<file path="src/rtl/cpu_axi_master_pkg.sv">
// cpu_axi_master_pkg: AXI bus widths and protocol encodings shared by the
// core-side AXI master and its environment.
package cpu_axi_master_pkg;
    localparam int AXI_ID_BITS   = 4;
    localparam int AXI_ADDR_BITS = 32;
    localparam int AXI_DATA_BITS = 32;
    localparam int AXI_LEN_BITS  = 4;
    localparam int AXI_SIZE_BITS = 3;
    localparam int AXI_STRB_BITS = AXI_DATA_BITS / 8;

    localparam logic [1:0] AXI_RESP_OKAY   = 2'b00;
    localparam logic [1:0] AXI_RESP_EXOKAY = 2'b01;
    localparam logic [1:0] AXI_RESP_SLVERR = 2'b10;
    localparam logic [1:0] AXI_RESP_DECERR = 2'b11;

    localparam logic [1:0]               AXI_BURST_INC = 2'b01;
    localparam logic [AXI_SIZE_BITS-1:0] AXI_SIZE_WORD = 3'b010;
endpackage

</file>
<file path="src/rtl/cpu_axi_master.sv">
// cpu_axi_master: turns core requests into one INCR read burst (1-16 beats)
// or a single-beat strobed write on an AXI master port.
module cpu_axi_master
    import cpu_axi_master_pkg::*;
#(
    parameter logic [AXI_ID_BITS-1:0] MASTER_ID = 4'd0
) (
    input  logic                     clk,
    input  logic                     rst,
    input  logic                     req_valid,
    output logic                     req_ready,
    input  logic                     req_write,
    input  logic [31:0]              req_addr,
    input  logic [3:0]               req_len,
    input  logic [31:0]              req_wdata,
    input  logic [3:0]               req_wstrb,
    output logic                     rd_valid,
    output logic [31:0]              rd_data,
    output logic                     rd_last,
    output logic                     rd_err,
    output logic                     wr_done,
    output logic                     wr_err,
    output logic [AXI_ID_BITS-1:0]   ARID_M,
    output logic [AXI_ADDR_BITS-1:0] ARADDR_M,
    output logic [AXI_LEN_BITS-1:0]  ARLEN_M,
    output logic [AXI_SIZE_BITS-1:0] ARSIZE_M,
    output logic [1:0]               ARBURST_M,
    output logic                     ARVALID_M,
    input  logic                     ARREADY_M,
    input  logic [AXI_ID_BITS-1:0]   RID_M,
    input  logic [AXI_DATA_BITS-1:0] RDATA_M,
    input  logic [1:0]               RRESP_M,
    input  logic                     RLAST_M,
    input  logic                     RVALID_M,
    output logic                     RREADY_M,
    output logic [AXI_ID_BITS-1:0]   AWID_M,
    output logic [AXI_ADDR_BITS-1:0] AWADDR_M,
    output logic [AXI_LEN_BITS-1:0]  AWLEN_M,
    output logic [AXI_SIZE_BITS-1:0] AWSIZE_M,
    output logic [1:0]               AWBURST_M,
    output logic                     AWVALID_M,
    input  logic                     AWREADY_M,
    output logic [AXI_DATA_BITS-1:0] WDATA_M,
    output logic [AXI_STRB_BITS-1:0] WSTRB_M,
    output logic                     WLAST_M,
    output logic                     WVALID_M,
    input  logic                     WREADY_M,
    input  logic [AXI_ID_BITS-1:0]   BID_M,
    input  logic [1:0]               BRESP_M,
    input  logic                     BVALID_M,
    output logic                     BREADY_M
);
    typedef enum logic [2:0] {S_IDLE, S_AR, S_R, S_WR, S_B} state_e;

    typedef struct packed {
        logic [31:0] addr;
        logic [3:0]  len;
        logic [31:0] wdata;
        logic [3:0]  wstrb;
    } req_t;

    state_e     state_q, state_d;
    req_t       req_q, req_d;
    logic [4:0] cnt_q, cnt_d, cnt_inc;
    logic       aw_done_q, aw_done_d, w_done_q, w_done_d;

    // Address/data fields come straight from the latched request so they stay
    // stable for as long as the matching VALID is high.
    assign ARID_M    = MASTER_ID;
    assign ARADDR_M  = req_q.addr;
    assign ARLEN_M   = req_q.len;
    assign ARSIZE_M  = AXI_SIZE_WORD;
    assign ARBURST_M = AXI_BURST_INC;
    assign AWID_M    = MASTER_ID;
    assign AWADDR_M  = req_q.addr;
    assign AWLEN_M   = '0;
    assign AWSIZE_M  = AXI_SIZE_WORD;
    assign AWBURST_M = AXI_BURST_INC;
    assign WDATA_M   = req_q.wdata;
    assign WSTRB_M   = req_q.wstrb;
    assign WLAST_M   = 1'b1;

    always_comb begin
        state_d   = state_q;
        req_d     = req_q;
        cnt_d     = cnt_q;
        aw_done_d = aw_done_q;
        w_done_d  = w_done_q;
        req_ready = 1'b0;
        ARVALID_M = 1'b0;
        RREADY_M  = 1'b0;
        AWVALID_M = 1'b0;
        WVALID_M  = 1'b0;
        BREADY_M  = 1'b0;
        rd_valid  = 1'b0;
        rd_data   = '0;
        rd_last   = 1'b0;
        rd_err    = 1'b0;
        wr_done   = 1'b0;
        wr_err    = 1'b0;
        // Saturate so an overlong slave burst cannot wrap back to a valid count.
        cnt_inc   = (cnt_q == 5'd31) ? cnt_q : cnt_q + 5'd1;
        unique case (state_q)
            S_IDLE: begin
                req_ready = 1'b1;
                if (req_valid) begin
                    req_d     = '{addr: {req_addr[31:2], 2'b00}, len: req_len,
                                  wdata: req_wdata, wstrb: req_wstrb};
                    cnt_d     = '0;
                    aw_done_d = 1'b0;
                    w_done_d  = 1'b0;
                    state_d   = req_write ? S_WR : S_AR;
                end
            end
            S_AR: begin
                ARVALID_M = 1'b1;
                state_d   = ARREADY_M ? S_R : S_AR;
            end
            S_R: begin
                RREADY_M = 1'b1;
                if (RVALID_M) begin
                    rd_valid = 1'b1;
                    rd_data  = RDATA_M;
                    rd_last  = RLAST_M;
                    cnt_d    = cnt_inc;
                    rd_err   = (RRESP_M != AXI_RESP_OKAY) || (RID_M != MASTER_ID) ||
                               (RLAST_M && cnt_inc != {1'b0, req_q.len} + 5'd1);
                    state_d  = RLAST_M ? S_IDLE : S_R;
                end
            end
            S_WR: begin
                AWVALID_M = !aw_done_q;
                WVALID_M  = !w_done_q;
                aw_done_d = aw_done_q || AWREADY_M;
                w_done_d  = w_done_q || WREADY_M;
                state_d   = (aw_done_d && w_done_d) ? S_B : S_WR;
            end
            S_B: begin
                BREADY_M = 1'b1;
                if (BVALID_M) begin
                    wr_done = 1'b1;
                    wr_err  = (BRESP_M != AXI_RESP_OKAY) || (BID_M != MASTER_ID);
                    state_d = S_IDLE;
                end
            end
            default: state_d = S_IDLE;
        endcase
    end

    always_ff @(posedge clk or negedge rst) begin
        if (!rst) begin
            state_q   <= S_IDLE;
            req_q     <= '0;
            cnt_q     <= '0;
            aw_done_q <= 1'b0;
            w_done_q  <= 1'b0;
        end else begin
            state_q   <= state_d;
            req_q     <= req_d;
            cnt_q     <= cnt_d;
            aw_done_q <= aw_done_d;
            w_done_q  <= w_done_d;
        end
    end
endmodule

</file>
<file path="config.mk">
export PLATFORM = sky130hd
export DESIGN_NAME = cpu_axi_master
export DESIGN_NICKNAME = d
export VERILOG_FILES = /design/src/rtl/cpu_axi_master_pkg.sv /design/src/rtl/cpu_axi_master.sv
export SDC_FILE = /design/constraint.sdc
export NUM_CORES = 1
export LEC_CHECK = 0
export CORE_AREA = 3 3 115 117
export CTS_CLUSTER_DIAMETER = 150
export CTS_CLUSTER_SIZE = 25
export DETAILED_ROUTE_END_ITERATION = 8
export DIE_AREA = 0 0 118 120
export PLACE_DENSITY = 0.75
export RECOVER_POWER = 50
export SLEW_MARGIN = 15
export SYNTH_ARGS = -nofsm -noshare
export SYNTH_HDL_FRONTEND = slang
export SYNTH_SLANG_ARGS = --single-unit
</file>
<file path="constraint.sdc">
create_clock -name clk -period 4 [get_ports clk]
set_clock_uncertainty 0.2 [all_clocks]
set_input_delay 0.4 -clock clk [delete_from_list [all_inputs] [get_ports clk]]
set_output_delay 0.4 -clock clk [all_outputs]
set_load 0.005 [all_outputs]
</file>
## Word-level counts from Yosys, hierarchy flattened

Cells that the tools add are included.

- Muxes and demuxes: 33
- $add $sub $neg: 2
- Reductions and logical operators: 20
- Eq/ne operators: 9

Operators with widths:

| cell | count |
|---|---|
| 32-bit two-way mux | 2 |
| 1-bit two-way mux | 17 |
| 5-bit two-way mux | 3 |
| 3-bit one-hot mux with 5 select lines | 1 |
| 3-bit two-way mux | 4 |
| 5-bit one-hot mux with 2 select lines | 1 |
| 2-bit nonzero test | 4 |
| 4-bit nonzero test | 2 |
| 3-bit by 2-bit == test with 1-bit output (second input constant) | 2 |
| 2-bit two-way mux | 3 |
| 2-bit inequality test (second input constant) | 3 |
| 3-bit AND reduction | 2 |
| 4-bit by 1-bit adder with 5-bit output (second input constant) | 1 |
| 5-bit by 1-bit adder with 5-bit output (second input constant) | 1 |
| 5-bit == test (second input constant) | 1 |
| 1-bit logical OR | 5 |
| 5-bit inequality test | 1 |
| 1-bit one-hot mux with 2 select lines | 2 |
| 2-bit AND reduction | 2 |
| 3-bit by 1-bit == test with 1-bit output (second input constant) | 1 |
| 3-bit == test (second input constant) | 1 |
| 3-bit logical NOT | 1 |
| 1-bit logical AND | 2 |
| 1-bit logical NOT | 2 |

- Output and inout port bits: 170
- Register bits: 80

## Logic depth before layout (Yosys ltp)

Gate-level depths: netlist of the first run.

- Depth after elaboration: 7
- Depth in mapped cells: 8
- Depth with buffers taken out: 6

## Worst setup path after synthesis of the first run

Ideal clock, no wire load.

- Kind: register to output
- Start point: reg cnt_q[0]
- End point: out rd_err
- Data required time: 3400 ps
- Stages on the path, launching flop included: 7
- Slack: 1964 ps
- Arrival: 1436 ps
- Cells stage by stage: dfrtp_1 ha_1 nor2_1 a21oi_4 or3_1 a31oi_1 o211ai_1

- Longest elaborated chain between the ends: 7

RTL lines:

| what | line | text |
|---|---|---|
| start, declared | cpu_axi_master.sv:64 | `logic [4:0] cnt_q, cnt_d, cnt_inc;` |
| start signal, assigned | cpu_axi_master.sv:160 | `cnt_q <= cnt_d;` |
| 5-bit by 1-bit adder with 5-bit output or 5-bit == test (tied branches) | cpu_axi_master.sv:102 | `cnt_inc = (cnt_q == 5'd31) ? cnt_q : cnt_q + 5'd1;` |
| 5-bit two-way mux (*) | cpu_axi_master.sv:102 |  |
| 5-bit inequality test (*) | cpu_axi_master.sv:127 | `(RLAST_M && cnt_inc != {1'b0, req_q.len} + 5'd1);` |
| 1-bit logical AND (*) | cpu_axi_master.sv:127 |  |
| 1-bit logical OR (*) | cpu_axi_master.sv:126 | `rd_err = (RRESP_M != AXI_RESP_OKAY) \|\| (RID_M != MASTER_ID) \|\|` |
| 1-bit two-way mux (*) | cpu_axi_master.sv:121 | `if (RVALID_M) begin` |
| 1-bit two-way mux (*) | cpu_axi_master.sv:103 | `unique case (state_q)` |
| end, declared | cpu_axi_master.sv:20 | `output logic rd_err,` |

Mark *: on every way between the ends. The rest lies on a longest branch, timed or not.

## Final worst setup path of the first run

- Start point: reg state_q[1]
- End point: out rd_err

- Longest elaborated chain between the ends: 2

RTL lines:

| what | line | text |
|---|---|---|
| start, declared | cpu_axi_master.sv:62 | `state_e state_q, state_d;` |
| start signal, assigned | cpu_axi_master.sv:158 | `state_q <= state_d;` |
| 3-bit by 2-bit == test with 1-bit output | cpu_axi_master.sv:103 |  |
| 1-bit two-way mux | cpu_axi_master.sv:103 |  |

Every way passes these cells.

==> results of run 1 <==
## state kept, by name, indices dropped and copies added (netlist names)
signal,cells
WDATA_M,32
ARADDR_M,30
cnt_q,5
ARLEN_M,4
WSTRB_M,4
state_q,3
aw_done_q,1
w_done_q,1
## power groups by stage
stage | Combinational [W] | Clock, W | Sequential [W]
3_3_place_gp | 0.00218 | 0 | 0.00147
4_1_cts | 0.00225 | 0.000891 | 0.00149
3_5_place_dp | 0.00224 | 0 | 0.00150
6_report | 0.00209 | 0.000867 | 0.00147
5_1_grt | 0.00230 | 0.000925 | 0.00152
2_1_floorplan | 0.00107 | 0 | 0.00145
## worst paths after layout
kind	startpoint	to	slack, ps	cells after the start
max	state_q[1]	rd_err	710	6
min	WDATA_M[11]	WDATA_M[11]	270	2
max reg2reg	state_q[0]	WSTRB_M[0]	1650	5
min reg2reg	WDATA_M[11]	WDATA_M[11]	270	2
max in group asynchronous	rst	cnt_q[3]	2050	1
min in group asynchronous	rst	ARADDR_M[20]	410	1
## final cells by class
class                   instances  share of cell area [%]
clock inverters                 6                    1.23
flip-flops and latches         80                    29.3
multi-input cells             354                    23.8
clock buffers                  10                    3.35
repair buffers                268                    39.1
well taps                     172                    3.15
inverters                       3                   0.165
## cell usage after synthesis (all sizes together), types with 2 or more instances
library cell,count
a211oi,2
a21oi,7
a31oi,2
and2,36
buf,76
clkbuf,3
conb,2
dfrtp,80
ha,2
inv,3
mux2i,2
nand2,223
nand3,7
nand3b,3
nor2,14
nor2b,2
nor3,2
o211ai,2
o21ai,4
o22ai,2
o31ai,2
or4,2
xnor2,3
## worst register-to-register path, stage by stage (launching register included)
cell and delay, ps:
sky130_fd_sc_hd__dfrtp_1 520, sky130_fd_sc_hd__nor3_4 310, sky130_fd_sc_hd__and2_2 550, sky130_fd_sc_hd__buf_4 510, sky130_fd_sc_hd__nand2_1 130, sky130_fd_sc_hd__nand2_1 80
## per-layer routing
layer  track usage [%]  vias up
met5                 0        -
met4              5.86        0
met3              5.61       18
met2              32.3      168
met1              17.8     1763
li1                  -     1891
## cells by family after synthesis
family / after synthesis / share of synthesized area, %
mux: 2 / 0.483
buf+inv: 82 / 14.8
simple gates: 295 / 30.9
fa+ha+maj: 2 / 0.603
compound gates: 25 / 4.13
flops: 80 / 48.3
other cells: 2 / 0.181
xor+xnor: 3 / 0.634
## cells in the final DEF (no fill, tap or decap), types with 2 or more instances in the layout
cell type	Yosys	routed
sky130_fd_sc_hd__nor2_1	14	14
sky130_fd_sc_hd__o31ai_1	2	2
sky130_fd_sc_hd__nand3b_1	2	2
sky130_fd_sc_hd__bufinv_16	0	2
sky130_fd_sc_hd__mux2i_1	2	2
sky130_fd_sc_hd__and2_1	35	34
sky130_fd_sc_hd__clkdlybuf4s50_1	0	198
sky130_fd_sc_hd__clkbuf_16	0	9
sky130_fd_sc_hd__clkinv_2	0	3
sky130_fd_sc_hd__dlygate4sd3_1	0	67
sky130_fd_sc_hd__or4_1	2	2
sky130_fd_sc_hd__o21ai_0	4	4
sky130_fd_sc_hd__dfrtp_1	80	80
sky130_fd_sc_hd__a31oi_1	2	2
sky130_fd_sc_hd__a21oi_1	6	6
sky130_fd_sc_hd__nand3_1	7	7
sky130_fd_sc_hd__o22ai_1	2	2
sky130_fd_sc_hd__conb_1	2	27
sky130_fd_sc_hd__nand2_1	223	222
sky130_fd_sc_hd__xnor2_1	3	3
sky130_fd_sc_hd__buf_4	61	2
sky130_fd_sc_hd__nor2b_1	1	2
sky130_fd_sc_hd__inv_1	2	2
sky130_fd_sc_hd__o211ai_1	2	2
sky130_fd_sc_hd__ha_1	2	2
sky130_fd_sc_hd__a211oi_1	2	2
## per-stage QoR
stage / utilization [%] / setup WS (ps) / total power [W]
2_1_floorplan: - / 1960 / 0.00251
3_3_place_gp: 52.4 / 1150 / 0.00365
3_5_place_dp: 52.4 / 1100 / 0.00374
4_1_cts: 54.9 / 827 / 0.00463
5_1_grt: 54.9 / 487 / 0.00475
6_report: 54.9 / 707 / 0.00443
==> out/metrics.csv, run 1 <==
stage,metric,value,unit
die,design.core.area,12500,sq um
power_and_ir_drop,combPwrFrac,47.2,%
setup_path,timing.critical_path.max_delay_family,buffers and inverters,
drt,post_detailed_route_count_of_antenna_violating_nets,0,
logic_synthesis,post_synth_num_cell_types,41,
worst_hold_path,hold_path_class,reg2reg,
power_and_ir_drop,clkPwrFrac,19.6,%
die,chipHeight,120,um
clocking,cts_tree,done,
clocking,h-tree-depth,3,
sta,grt_setup_unrepaired,false,
sta,fin_setup_tns,0,ps
logic_synthesis,synth.yosys.warnings,0,
setup_path,path_class,reg2out,
clocking,cts_resized,0,
sta,timing.final.setup_violations,0,
grt,grt_max_degree,81,
finish,area_growth_syn_to_layout,65.0,%
clocking,cts_made_buffers,9,
setup_path,kind_of_start_point_of_the_critical_path,flip-flop,
sta,timing_worst_slew_pin_value,1960,ps
placement,place.port_buffers,266,
finish,final_area,6840,sq um
setup_path,crit_arrival,2690,ps
setup_path,crit_path_buf_inv_count,2,
setup_path,cp_slowest_stage_delay,550,ps
sta,report.final.hold_viol_count,0,
placement,cell_area_after_placement,6530,sq um
sta,max_freq,304,MHz
clocking,cts.sink_count,80,
clocking,cts-root-buf,sky130_fd_sc_hd__clkbuf_16,
grt,grt_first_pass_wirelength,19.6,mm
clocking,post_cts_setup_repair_buffer_count,0,
clocking,worst_skew_pair_latency,330,ps
die,dieArea,14200,sq um
drt,routed_wire_length_per_instance,14.0,um
placement,dp_hpwl,9.75,mm
power_and_ir_drop,p_switching,0.00149,W
grt,antenna_found_initial,0,
finish,regArea,2000,sq um
setup_path,critical_path_required,3400,ps
logic_synthesis,synth_area_per_cell,8.44,sq um
drt,post_drt_via_cell_ratio,4.30,
finish,multi_input_comb_area,1630,sq um
logic_synthesis,post-synth-top-area-fraction,48.3,%
setup_path,worst_setup_path_end_kind,output pin,
sta,count_of_final_max_slew_check_failures,81,
sta,final.period_utilization,82.3,%
finish,final_net_count,844,
power_and_ir_drop,vdd_ir_drop_max,0.000304,V
finish,layout-drive-gt1-share,3.61,%
sta,hold_ws,273,ps
die,placement_rows,41,
power_and_ir_drop,static_leak,3.27,nW
die,ios,296,
clocking,cts.reportedPaths.clkPinSlew,60,ps
drt,drt_first_iter_violations,159,
logic_synthesis,post_synth_main_area_contributors,"sky130_fd_sc_hd__dfrtp_1, sky130_fd_sc_hd__nand2_1, sky130_fd_sc_hd__buf_4, sky130_fd_sc_hd__and2_1, sky130_fd_sc_hd__buf_6",
drt,wirelength_met1,4.62,mm
logic_synthesis,seq_area_frac_synth,48.3,%
grt,global_router_s_overall_resource_usage,17.1,%
drt,detailroute.via_count,3840,
drt,drt_pre_antenna_iters,4,
setup_path,worst-path-max-fanout,38,
setup_path,path_cells,nor2b_1 -> nand3b_4 -> inv_2 -> o31ai_1 -> o211ai_1 -> clkdlybuf4s50_1,
run_status,failed_checks,"capacitance limit, slew limit",
logic_synthesis,syn_std_cell_area,4150,sq um
sta,fin_crit,3290,ps
logic_synthesis,synth_enable_flop_cells,0,
drt,route.top_layer_used,met4,
die,die_w,118,um
finish,antenna_cells,0,
run_status,outcome,finished with violations,
grt,grt_remaining_overflow,0,
logic_synthesis,yosys.area.top_type,sky130_fd_sc_hd__dfrtp_1,
clocking,cts_buffer_depth,2,
logic_synthesis,synth-async-reset-ratio,100,%
power_and_ir_drop,pwr-share-seq,33.2,%
placement,placedCellCount,877,
power_and_ir_drop,internal-power,0.00293,W
logic_synthesis,yosys_register_bits,80,
drt,drc,0,
drt,met2RoutedLength,6.69,mm
power_and_ir_drop,power-per-cell-area,647,nW/um^2
logic_synthesis,synth_ff_type,sky130_fd_sc_hd__dfrtp_1,
sta,slew_headroom,-30.4,%
grt,grt_pass1_vias,3859,
placement,place.gp.congestion,0.767,
die,start_util,33.3,%
flow_run,max_cap_violations,1,
clocking,hold_buffers,0,
logic_synthesis,postSynthCellCount,491,
finish,filler_cell_count,1171,
finish,layoutNonFillerInstCount,893,
setup_path,timing.critical_path.slowest_stage_cell,sky130_fd_sc_hd__dfrtp_1,
drt,detail_route.wirelength,12.5,mm
power_and_ir_drop,power_switching_share,33.7,%
drt,route.met3.wl,975,um
Power figures use the tool's default switching activity.
==> inputs of run 2 (changes only) <==
- CORE_AREA: 3 3 115 117 -> default
- CORE_MARGIN: default -> 3
- CORE_UTILIZATION: default -> 32
- DIE_AREA: 0 0 118 120 -> default
- clock period: 4 -> 2.9 ns (I/O delays scaled with it)
==> run 2 against run 1 <==
Compared with the run above: the run now ends clean; sequential power is 37% higher; final cell count is 0.11% higher; flip-flop and latch count stayed put; sequential share of layout area is 0.18 points lower; design area is 0.73% higher; routed wire length is 1.6% higher; count of clock-buffer cells in the layout stayed put; die area is 1.4% higher; combinational power is 40% higher; clock power is 36% higher; utilization is 1.1 points higher; highest routed layer unchanged.
==> out/metrics.csv, run 2 (synthesized netlist as in run 1, its figures left out) <==
stage,metric,value,unit,change
clocking,cts_made_buffers,9,,unchanged
power_and_ir_drop,internal-power,0.00410,W,+40%
power_and_ir_drop,combPwrFrac,47.9,%,+0.7 points
placement,dp_slack,276,ps,-822 ps
finish,layout.core_utilization,56.0,%,+1.1 points
setup_path,critical_path.most_common_cell,sky130_fd_sc_hd__o211ai_1,,
setup_path,regToRegSetupSlack,680,ps,-970 ps
setup_path,kind_of_start_point_of_the_critical_path,flip-flop,,
clocking,cts-root-buf,sky130_fd_sc_hd__clkbuf_16,,
sta,grt_setup_unrepaired,true,,
power_and_ir_drop,pwr-share-seq,32.8,%,-0.4 points
grt,antenna_found_initial,0,,unchanged
clocking,h-tree-depth,3,,unchanged
clocking,worst_skew_pair_latency,320,ps,about the same
drt,drt_first_iter_violations,149,,-6.3%
die,dieArea,14400,sq um,+1.4%
grt,grt_remaining_overflow,0,,unchanged
power_and_ir_drop,p_switching,0.00201,W,+35%
clocking,cts_buffer_depth,2,,unchanged
sta,timing.final.setup_violations,0,,unchanged
die,placement_rows,40,,-2.4%
drt,routed_wire_length_per_instance,14.2,um,+1.5%
setup_path,cp_slowest_stage_delay,430,ps,-120 ps
clocking,cts.sink_count,80,,unchanged
finish,antenna_cells,0,,unchanged
power_and_ir_drop,static_leak,3.30,nW,+0.83%
drt,detail_route.wirelength,12.7,mm,+1.6%
sta,report.final.hold_viol_count,0,,unchanged
finish,layout_common_cells,"sky130_fd_sc_hd__nand2_1, sky130_fd_sc_hd__clkdlybuf4s50_1, sky130_fd_sc_hd__dfrtp_1, sky130_fd_sc_hd__dlygate4sd3_1, sky130_fd_sc_hd__and2_1",,
die,chipHeight,120,um,-0.14%
die,start_util,33.7,%,+0.42 points
setup_path,critical_path.reg2reg.startpoint,state_q[0],,
finish,final_net_count,851,,+0.83%
worst_hold_path,timing.hold.worst_path_depth,2,,unchanged
placement,placedCellCount,879,,+0.23%
clocking,post_cts_setup_repair_buffer_count,0,,unchanged
finish,largest_register_ff_count,32,,unchanged
grt,global_router_s_overall_resource_usage,17.2,%,+0.097 points
setup_path,r2r_cells,5,,unchanged
sta,slew_headroom,39.9,%,+70 points
sta,fin_setup_tns,0,ps,unchanged
power_and_ir_drop,vdd_ir_drop_max,0.000419,V,+38%
setup_path,critical_path_required,2410,ps,-990 ps
placement,dp_hpwl,10.1,mm,+3.1%
clocking,cts.reportedPaths.clkPinSlew,60,ps,about the same
grt,grt_first_pass_wirelength,20.1,mm,+2.7%
finish,layout-drive-gt1-share,4.68,%,+1.1 points
setup_path,critical_path.reg2reg.endpoint,WDATA_M[18],,
sta,max_freq,371,MHz,
power_and_ir_drop,power-per-cell-area,887,nW/um^2,+37%
die,die_w,120,um,+1.6%
setup_path,worst-path-max-fanout,5,,-87%
finish,layout.cells.most_common,sky130_fd_sc_hd__nand2_1,,
sta,count_of_final_max_slew_check_failures,0,,-100%
worst_hold_path,min_delay_worst_endpoint,WDATA_M[14],,
setup_path,path_cells,ha_1 -> and2_1 -> o211ai_1 -> nor3b_1 -> o21ai_0 -> o211ai_1 -> dlygate4sd2_1,,
die,design.core.area,12300,sq um,-1.2%
setup_path,worst_setup_path_end_kind,output pin,,
drt,detailroute.via_count,3915,,+2.0%
sta,timing_worst_slew_pin_value,902,ps,-1050 ps
flow_run,max_cap_violations,0,,-1
setup_path,crit_arrival,2210,ps,-480 ps
worst_hold_path,holdCritStartpoint,WDATA_M[14],,
grt,grt_max_degree,44,,-46%
drt,post_drt_via_cell_ratio,4.38,,+1.8%
worst_hold_path,hold_path_class,reg2reg,,
finish,layoutNonFillerInstCount,894,,+0.11%
drt,drt_pre_antenna_iters,4,,unchanged
drt,drc,0,,unchanged
placement,place.gp.congestion,0.759,,-0.99%
sta,fin_ws,205,ps,-502 ps
setup_path,timing.critical_path.slowest_stage_cell,sky130_fd_sc_hd__dfrtp_1,,
finish,area_growth_syn_to_layout,66.2,%,
sta,final.period_utilization,92.9,%,
setup_path,path_class,reg2out,,
die,ios,296,,unchanged
grt,grt_pass1_vias,3998,,+3.6%
power_and_ir_drop,clkPwrFrac,19.3,%,-0.3 points
placement,place.port_buffers,266,,unchanged
run_status,outcome,finished clean,,
clocking,cts_tree,done,,
power_and_ir_drop,power_switching_share,33.0,%,-0.74 points
drt,post_detailed_route_count_of_antenna_violating_nets,0,,unchanged
sta,fin_crit,2700,ps,
-- run 2: how the worst max path moves through the flow --
stage,cells past startpoint,from,slack (ps),to
floorplan,6,cnt_q[0],970,rd_err
global route,7,cnt_q[0],-9,rd_err
detailed placement,5,RRESP_M[1],280,rd_err
CTS,6,state_q[1],70,rd_data[30]
global placement,5,RRESP_M[1],280,rd_err
finish,7,ARLEN_M[0],200,rd_err
-- run 2: through the flow --
stage	instance area (sq um)	power [W]	hold WS, ps
floorplan	4240	0.00347	-206
global placement	6590	0.00509	74.2
detailed placement	6590	0.00518	82.0
CTS	6900	0.00639	272
global route	6890	0.00659	275
finish	6890	0.00611	266
-- run 2: cell type report --
class | count | area (sq um)
clock buffer | 10 | 239
clock inverter | 4 | 70.1
fill | 1133 | 5420
inverter | 3 | 11.3
multi-input combinational | 354 | 1630
sequential | 80 | 2000
tap | 168 | 210
timing repair buffer | 275 | 2730
-- run 2: power by group through the flow --
stage               sequential, W  combinational (W)  clock, W
finish                    0.00201            0.00293   0.00118
global route              0.00209            0.00324   0.00126
CTS                       0.00204            0.00314   0.00121
detailed placement        0.00206            0.00312         0
global placement          0.00202            0.00307         0
floorplan                 0.00199            0.00147         0
-- run 2: metal layers --
metal,up-vias,global-route usage [%],wire (um)
met5,-,0,0
met4,0,4.94,202
met3,14,7.12,1260
met2,175,31.1,6600
met1,1822,18.4,4630
li1,1904,-,-
-- run 2: worst max-delay path: cells and delay by family, from the launching register on --
kind	cells	cell delay [ps]
buffers and inverters	1	280
adders and majority gates	1	370
and+or+nand+nor	2	410
DFF	1	430
AOI/OAI and AO/OA	3	390
-- run 2: what timing repair did --
item                                    4_1_cts  5_1_grt
resized for setup                             1        3
hold buffers                                  1        0
hold endpoints to repair                     35        0
endpoints found under the setup margin        1       33
